===== src/rtl/msx_sd_pkg.sv =====
// Shared types for the two-requester HPS sector channel arbiter.
package msx_sd_pkg;

    typedef enum logic [1:0] {
        IDLE,
        ISSUE,
        XFER,
        DONE
    } state_e;

    typedef logic req_id_t;

    localparam int NREQ = 2;

endpackage


===== src/rtl/rr2_picker.sv =====
// Two-way round-robin choice: a lone requester wins outright, a tie goes to
// whichever requester did not win last time.
module rr2_picker
    import msx_sd_pkg::*;
(
    input  logic    req0_i,
    input  logic    req1_i,
    input  req_id_t last_i,
    output logic    valid_o,
    output req_id_t winner_o
);

    always_comb begin
        valid_o = req0_i | req1_i;
        if (req0_i && req1_i) begin
            winner_o = ~last_i;
        end else begin
            winner_o = req1_i;
        end
    end

endmodule


===== src/rtl/sd_req_arbiter.sv =====
// Shares the HPS virtual-disk sector channel between two requesters, holding
// the grant for a whole sector and aborting handshakes that never start.
module sd_req_arbiter
    import msx_sd_pkg::*;
#(
    parameter int TIMEOUT_CYC = 10_000_000,
    parameter int TW          = 24
) (
    input  logic        clk_sys,
    input  logic        reset,

    input  logic [31:0] r0_lba,
    input  logic        r0_rd,
    input  logic        r0_wr,
    output logic        r0_ack,
    output logic        r0_buff_wr,
    input  logic [7:0]  r0_buff_din,
    output logic        r0_err,

    input  logic [31:0] r1_lba,
    input  logic        r1_rd,
    input  logic        r1_wr,
    output logic        r1_ack,
    output logic        r1_buff_wr,
    input  logic [7:0]  r1_buff_din,
    output logic        r1_err,

    output logic [31:0] sd_lba,
    output logic        sd_rd,
    output logic        sd_wr,
    input  logic        sd_ack,
    input  logic        sd_buff_wr,
    output logic [7:0]  sd_buff_din
);

    state_e          state_q, state_d;
    req_id_t         owner_q, owner_d;
    req_id_t         last_q, last_d;
    logic [31:0]     lba_q, lba_d;
    logic            rd_q, rd_d;
    logic            wr_q, wr_d;
    logic [TW-1:0]   cnt_q, cnt_d;
    logic [NREQ-1:0] blk_q, blk_d;
    logic [NREQ-1:0] err_q, err_d;

    logic [NREQ-1:0] rdVec, wrVec, reqVec;
    logic [NREQ-1:0] ackVec, buffWrVec;
    logic            pickValid;
    req_id_t         pickWinner;

    // A requester that timed out stays masked until it lowers both rd and wr.
    always_comb begin
        rdVec  = {r1_rd, r0_rd};
        wrVec  = {r1_wr, r0_wr};
        reqVec = (rdVec | wrVec) & ~blk_q;
    end

    rr2_picker u_picker (
        .req0_i   (reqVec[0]),
        .req1_i   (reqVec[1]),
        .last_i   (last_q),
        .valid_o  (pickValid),
        .winner_o (pickWinner)
    );

    // Next-state logic; a read beats a write so the write waits for a later grant.
    always_comb begin
        state_d = state_q;
        owner_d = owner_q;
        last_d  = last_q;
        lba_d   = lba_q;
        rd_d    = rd_q;
        wr_d    = wr_q;
        cnt_d   = cnt_q;
        err_d   = '0;
        blk_d   = blk_q & (rdVec | wrVec);

        case (state_q)
            IDLE: begin
                if (pickValid) begin
                    state_d = ISSUE;
                    owner_d = pickWinner;
                    last_d  = pickWinner;
                    lba_d   = pickWinner ? r1_lba : r0_lba;
                    rd_d    = rdVec[pickWinner];
                    wr_d    = wrVec[pickWinner] & ~rdVec[pickWinner];
                    cnt_d   = '0;
                end
            end
            ISSUE: begin
                cnt_d = cnt_q + 1'b1;
                if (sd_ack) begin
                    state_d = XFER;
                    rd_d    = 1'b0;
                    wr_d    = 1'b0;
                    cnt_d   = '0;
                end else if (cnt_q == TW'(TIMEOUT_CYC - 1)) begin
                    state_d        = IDLE;
                    rd_d           = 1'b0;
                    wr_d           = 1'b0;
                    cnt_d          = '0;
                    err_d[owner_q] = 1'b1;
                    blk_d[owner_q] = 1'b1;
                end
            end
            XFER: begin
                if (!sd_ack) begin
                    state_d = DONE;
                end
            end
            DONE: begin
                state_d = IDLE;
            end
            default: begin
                state_d = IDLE;
            end
        endcase
    end

    always_ff @(posedge clk_sys) begin
        if (reset) begin
            state_q <= IDLE;
            owner_q <= 1'b0;
            last_q  <= 1'b1;
            lba_q   <= '0;
            rd_q    <= 1'b0;
            wr_q    <= 1'b0;
            cnt_q   <= '0;
            blk_q   <= '0;
            err_q   <= '0;
        end else begin
            state_q <= state_d;
            owner_q <= owner_d;
            last_q  <= last_d;
            lba_q   <= lba_d;
            rd_q    <= rd_d;
            wr_q    <= wr_d;
            cnt_q   <= cnt_d;
            blk_q   <= blk_d;
            err_q   <= err_d;
        end
    end

    // Data-phase routing is combinational so HPS sees write data in the same cycle.
    always_comb begin
        ackVec      = '0;
        buffWrVec   = '0;
        sd_buff_din = '0;
        if (state_q == XFER) begin
            ackVec[owner_q]    = sd_ack;
            buffWrVec[owner_q] = sd_buff_wr;
            sd_buff_din        = owner_q ? r1_buff_din : r0_buff_din;
        end
    end

    assign r0_ack     = ackVec[0];
    assign r1_ack     = ackVec[1];
    assign r0_buff_wr = buffWrVec[0];
    assign r1_buff_wr = buffWrVec[1];
    assign r0_err     = err_q[0];
    assign r1_err     = err_q[1];
    assign sd_lba     = lba_q;
    assign sd_rd      = rd_q;
    assign sd_wr      = wr_q;

endmodule


===== config.mk =====
export PLATFORM = sky130hd
export DESIGN_NAME = sd_req_arbiter
export DESIGN_NICKNAME = d
export VERILOG_FILES = /design/src/rtl/msx_sd_pkg.sv /design/src/rtl/rr2_picker.sv /design/src/rtl/sd_req_arbiter.sv
export SDC_FILE = /design/constraint.sdc
export NUM_CORES = 1
export LEC_CHECK = 0
export BUFFER_PORTS_ARGS = -buffer_cell sky130_fd_sc_hd__buf_2
export CORE_ASPECT_RATIO = 1.4
export CORE_MARGIN = 5
export CORE_UTILIZATION = 45
export DETAILED_ROUTE_END_ITERATION = 6
export PLACE_DENSITY = 0.76
export SYNTH_ARGS = -nofsm -noshare
export SYNTH_HDL_FRONTEND = slang
export SYNTH_HIERARCHICAL = 1
export SYNTH_SLANG_ARGS = --single-unit

===== constraint.sdc =====
create_clock -name clk_sys -period 4.2 [get_ports clk_sys]
set_clock_uncertainty 0.15 [all_clocks]
set_input_delay 0.42 -clock clk_sys [delete_from_list [all_inputs] [get_ports clk_sys]]
set_output_delay 0.42 -clock clk_sys [all_outputs]
set_load 0.05 [all_outputs]

## After elaboration in Yosys (flattened, before gate mapping)

Cells that the tools add are included.
W data, S select, Z words.

| cells by class | value |
|---|---|
| add/subtract/negate cells | 1 |
| multiply operators | 0 |
| div/mod/pow operators | 0 |
| $lt $le $gt $ge | 3 |
| eq/ne operators | 7 |
| shift operators | 0 |
| mux-type cells | 30 |
| bitwise gates (word level) | 13 |
| reductions and logical operators | 9 |

Operators with widths:

| operator | number |
|---|---|
| $mux W24 | 3 |
| $pmux W24 S2 | 1 |
| $mux W32 | 1 |
| $add A24 B1 Y24 const B | 1 |
| $eq A24 B24 Y1 const B | 1 |
| $mux W2 | 9 |
| $mux W8 | 2 |
| $mux W1 | 10 |
| $and A2 B2 Y2 | 4 |
| $pmux W2 S4 | 1 |
| $reduce_and A3 Y1 | 2 |
| $eq A2 B2 Y1 const B | 2 |
| $lt A1 B2 Y1 const B | 2 |
| $ne A2 B2 Y1 const B | 2 |
| $not A1 Y1 | 4 |
| $or A2 B2 Y2 | 2 |
| $pmux W1 S2 | 2 |
| $reduce_and A2 Y1 | 2 |
| $reduce_or A4 Y1 | 1 |
| $ne A3 B3 Y1 const B | 1 |
| $eq A2 B1 Y1 const B | 1 |
| $logic_and A1 B1 Y1 | 2 |
| $logic_not A2 Y1 | 1 |
| $not A2 Y2 | 1 |
| 5 further kinds | 5 |

| word-level totals | value |
|---|---|
| flip-flop bits (word level) | 66 |
| bits in latches | 0 |
| RAM bits | 0 |
| memory bits (read-only) | 0 |
| bits of input ports | 88 |
| output and inout bits | 48 |
| word-level logic and storage cells | 72 |
| memories | 0 |

## Longest topological paths before layout

| logic depth | value |
|---|---|
| depth in word-level cells | 10 |
| gate-level depth with buffers | 9 |
| mapped depth without buffers | 8 |

## By module

The synthesis kept the hierarchy.

By module, submodules not included:

| module | times used | cells an instance | area each (sq um) | sequential area each (sq um) |
|---|---|---|---|---|
| sd_req_arbiter | 1 | 377 | 3225.6 | 1321.3 |
| rr2_picker | 1 | 2 | 13.8 | 0.0 |

## Worst setup path after synthesis

Ideal clock, no wire load.

| timing | value |
|---|---|
| path type | flip-flop to output port |
| start | register owner_q |
| end | output port sd_buff_din[1] |
| arrival | 1642 ps |
| data required time | 3630 ps |
| path slack | 1988 ps |
| stages on the path, launching flop included | 5 |
| buffers on the path | 2 |
| cell sequence | dfxtp_1 > clkbuf_1 > clkbuf_1 > mux2i_1 > nor2_1 |

| between the ends | value |
|---|---|
| word-level cells in the longest chain between the ends | 2 |

Ends and longest elaborated chain:

| item | RTL line | text |
|---|---|---|
| start: declaration | sd_req_arbiter.sv:37 | `req_id_t owner_q, owner_d;` |
| start signal: assignment | sd_req_arbiter.sv:133 | `owner_q <= owner_d;` |
| $mux W8 | sd_req_arbiter.sv:152 | `sd_buff_din = owner_q ? r1_buff_din : r0_buff_din;` |
| $mux W8 | sd_req_arbiter.sv:149 | `if (state_q == XFER) begin` |
| end: declaration | sd_req_arbiter.sv:33 | `output logic [7:0] sd_buff_din` |

No other way between the ends.

## Final worst setup path

| timing | value |
|---|---|
| start | register state_q[0] |
| end | register cnt_q[18] |

| between the ends | value |
|---|---|
| word-level cells in the longest chain between the ends | 3 |
| elaborated cells on any way between the ends | 6 |
| classes of those cells | 2 x eq/ne; 1 x mux; 3 x reduce/logical |

Ends and longest elaborated chain:

| item | RTL line | text |
|---|---|---|
| start: declaration | sd_req_arbiter.sv:36 | `state_e state_q, state_d;` |
| start signal: assignment | sd_req_arbiter.sv:132 | `state_q <= state_d;` |
| $eq A2 B1 Y1 or $logic_not A2 Y1 (tied branches) | sd_req_arbiter.sv:78 | `case (state_q)` |
| $reduce_bool A2 Y1 (no line) or $ne A2 B2 Y1 (tied branches) | -- |  |
| $reduce_and A2 Y1 (no line) | -- |  |
| end signal: assignment | sd_req_arbiter.sv:138 | `cnt_q <= cnt_d;` |
| end: declaration | sd_req_arbiter.sv:42 | `logic [TW-1:0] cnt_q, cnt_d;` |

Several ways; a longest one is shown, not always the timed one.
A chain may end at the register's enable or synchronous reset.

==> reports/qor.yml <==
job:
  max_cap_violations: 0
timing:
  tightest_slew_ns: 0.9941
  finalSetupTns_ns: 0
  drv_slew: 0
  fmax_mhz: 390.7
  fin_hold_ws_ns: 0.2394
  maxSlewHeadroom_pct: 33.61
  finalCritPeriodShare_pct: 60.94
  setup_viol: 0
  grt_setup_unrepaired: "no"
  period_needed_ns: 2.559
  hold_viol: 0
placement:
  gp_congestion: 0.8879
  port_buffers: 135
  dp_hpwl_um: 6567
  dp_cells: 587
synth:
  synth-edff-count: 0
  syn_area_per_cell_um2: 8.547
  ys_top_cells_by_count: "nor2_1 (76), dfxtp_1 (66), mux2i_1 (45), a211oi_1 (32), clkbuf_1 (16)"
  syn-num-nets: 468
  ys.flop_type: "dfxtp_1"
  ys_seq_elements: 66
  yosys_warnings: 6
  synth_cell_types: 44
  synth.top_cell.area_share_pct: 40.79
  netlist_instances: 379
  synth.area.top_cells: "dfxtp_1 (41%), mux2i_1 (14%), nor2_1 (8.8%), a211oi_1 (7.4%), nand4_1 (2.5%)"
  seq_area_frac_synth_pct: 40.79
  ys_async_sr_fraction_pct: 0
  post-synth-top-count-cell: "nor2_1"
  syn_area_um2: 3239
  synth_top_area_cell: "dfxtp_1"
worst_setup_path:
  path_max_fanout: 16
  cpMaxStageDelayCell: "a211oi_2"
  crit_buf_inv: 0
  cp-start-kind: "register"
  crit_family: "compound AO/OA/AOI/OAI gates"
  worst-setup-path-type: "register to register"
  cp_data_required_time_ns: 4.31
  cpPeakStageDelay_ns: 0.81
  path_cells: "nor2b_1 > nand2b_1 > a211oi_2 > nand4_1 > o31ai_1"
  critical_path_arrival_ns: 2.67
  cp-end-kind: "register"
clock_network:
  clockBufferDepth: 2
  cts-resized-gates: 0
  clkLatencyLatePin_ns: 0.34
  cts_buffers: 9
  holdBufCountCts: 0
  htreeDepth: 3
  clk_pin_slew_ns: 0.07
  clock_sinks: 66
  tritoncts: "done"
  postCtsSetupRepairBufs: 0
  cts_root_buf: "clkbuf_8"
routing:
  wl_per_cell_um: 14.16
  num_vias: 3170
  dr.pass1.iters: 4
  drtAntennaViolNets: 0
  drcViolationCount: 0
  routed_via_density: 5.257
  wirelength_um: 8538
  drtIter0Drc: 174
global_route:
  grt_usage_pct: 20.01
  grt_pass1_wl_um: 14110
  grt_pass1_vias: 3182
  grt_max_degree: 50
  antenna_found_initial: 0
  grt-ovfl-total: 0
floorplan:
  initial_core_util_pct: 46.40
  design.core.area_um2: 6982
  die_area_um2: 9019
  io_pins: 136
  die_w_um: 81.71
  placementRows: 36
  dieHeight_um: 110.4
pwr:
  powerDensity_nw_per_um2: 414.2
  p_total_mw: 1.728
  peakVddDrop_mv: 0.2885
  leakage_nw: 1.834
layout:
  instances_no_fill: 603
  syn2layout_area_growth_pct: 28.81
  nets: 592
  antenna_cells: 0
  drive_gt1_share_pct: 31.30
  post-route-util_pct: 59.77
hold_path:
  hold_path.class: "input pin to register"
status:
  status: "finished clean"
[worst register-to-register path, cell delays in order (launching register included)]
cell,delay [ns]
dfxtp_1,0.52
nor2b_1,0.32
nand2b_1,0.20
a211oi_2,0.81
nand4_1,0.23
o31ai_1,0.25
[per-layer routing]
metal  vias to the layer above  GRT usage (%)  routed length, um
met4                         0          8.076                122
li1                       1623              -                  -
met3                        11          6.260                580
met1                      1431          24.63               3616
met2                       105          32.28               4218
met5                         -              0                  0
[flip-flops by register name (all words and copies together) (netlist names), named ones only]
register  flops
last_q        1
err_q         2
sd_lba       32
cnt_q        24
owner_q       1
sd_rd         1
sd_wr         1
state_q       1
blk_q         2
[worst paths after layout]
check | cells after the start | end | from | slack, ns
min reg2reg | 2 | sd_lba[17] | sd_lba[17] | 0.34
max reg2reg | 5 | cnt_q[18] | state_q[0] | 1.64
min | 3 | register | sd_ack | 0.24
max | 5 | cnt_q[18] | state_q[0] | 1.64
[area by class of cell]
class | count | area [um^2]
fill | 611 | 2809
multi-input combinational | 284 | 1826
sequential | 66 | 1321
timing repair buffer | 137 | 690.7
clock buffer | 14 | 162.7
tap | 95 | 118.9
clock inverter | 2 | 35.03
inverter | 5 | 18.77
[cells in the final DEF, fill, tap and decap left out, types with 2 or more instances in the layout]
cell type	count
buf_2	135
nor2_1	75
dfxtp_1	66
mux2i_1	45
a211oi_1	32
a21oi_1	15
nand2_1	14
nand4_1	13
o21ai_0	12
clkbuf_8	11
and3_1	10
nand3_1	10
a31oi_1	6
nor3_1	6
xor2_1	6
inv_1	5
nand2b_1	4
xnor2_1	4
nor2b_1	3
or3_1	3
clkbuf_1	3
nor3b_1	2
o21a_1	2
buf_4	2
[cell families (layout without fill, tap and decap cells)]
logic type               count (synthesis)  in the layout  synth area share (%)
XOR/XNOR                                10             10                 2.704
buffers and inverters                   29            158                 3.438
AND/OR/NAND/NOR                        151            151                 22.90
adder cells (fa/ha/maj)                  1              1                0.3862
flip-flops                              66             66                 40.79
AO/OA/AOI/OAI                           77             77                 15.88
multiplexers                            45             45                 13.90
[power by group]
group	switching (mW)	total [mW]	internal [mW]
clock network	0.231	0.538	0.307
registers	0.0344	0.712	0.678
logic	0.332	0.478	0.146
[per-stage QoR]
step,cell area (um^2),setup WS [ns]
6_report,4173,1.641
3_5_place_dp,3975,1.555
5_1_grt,4173,1.313
2_1_floorplan,3239,1.988
3_3_place_gp,3975,1.679
4_1_cts,4173,1.632
(Power assumes the default switching activity.)
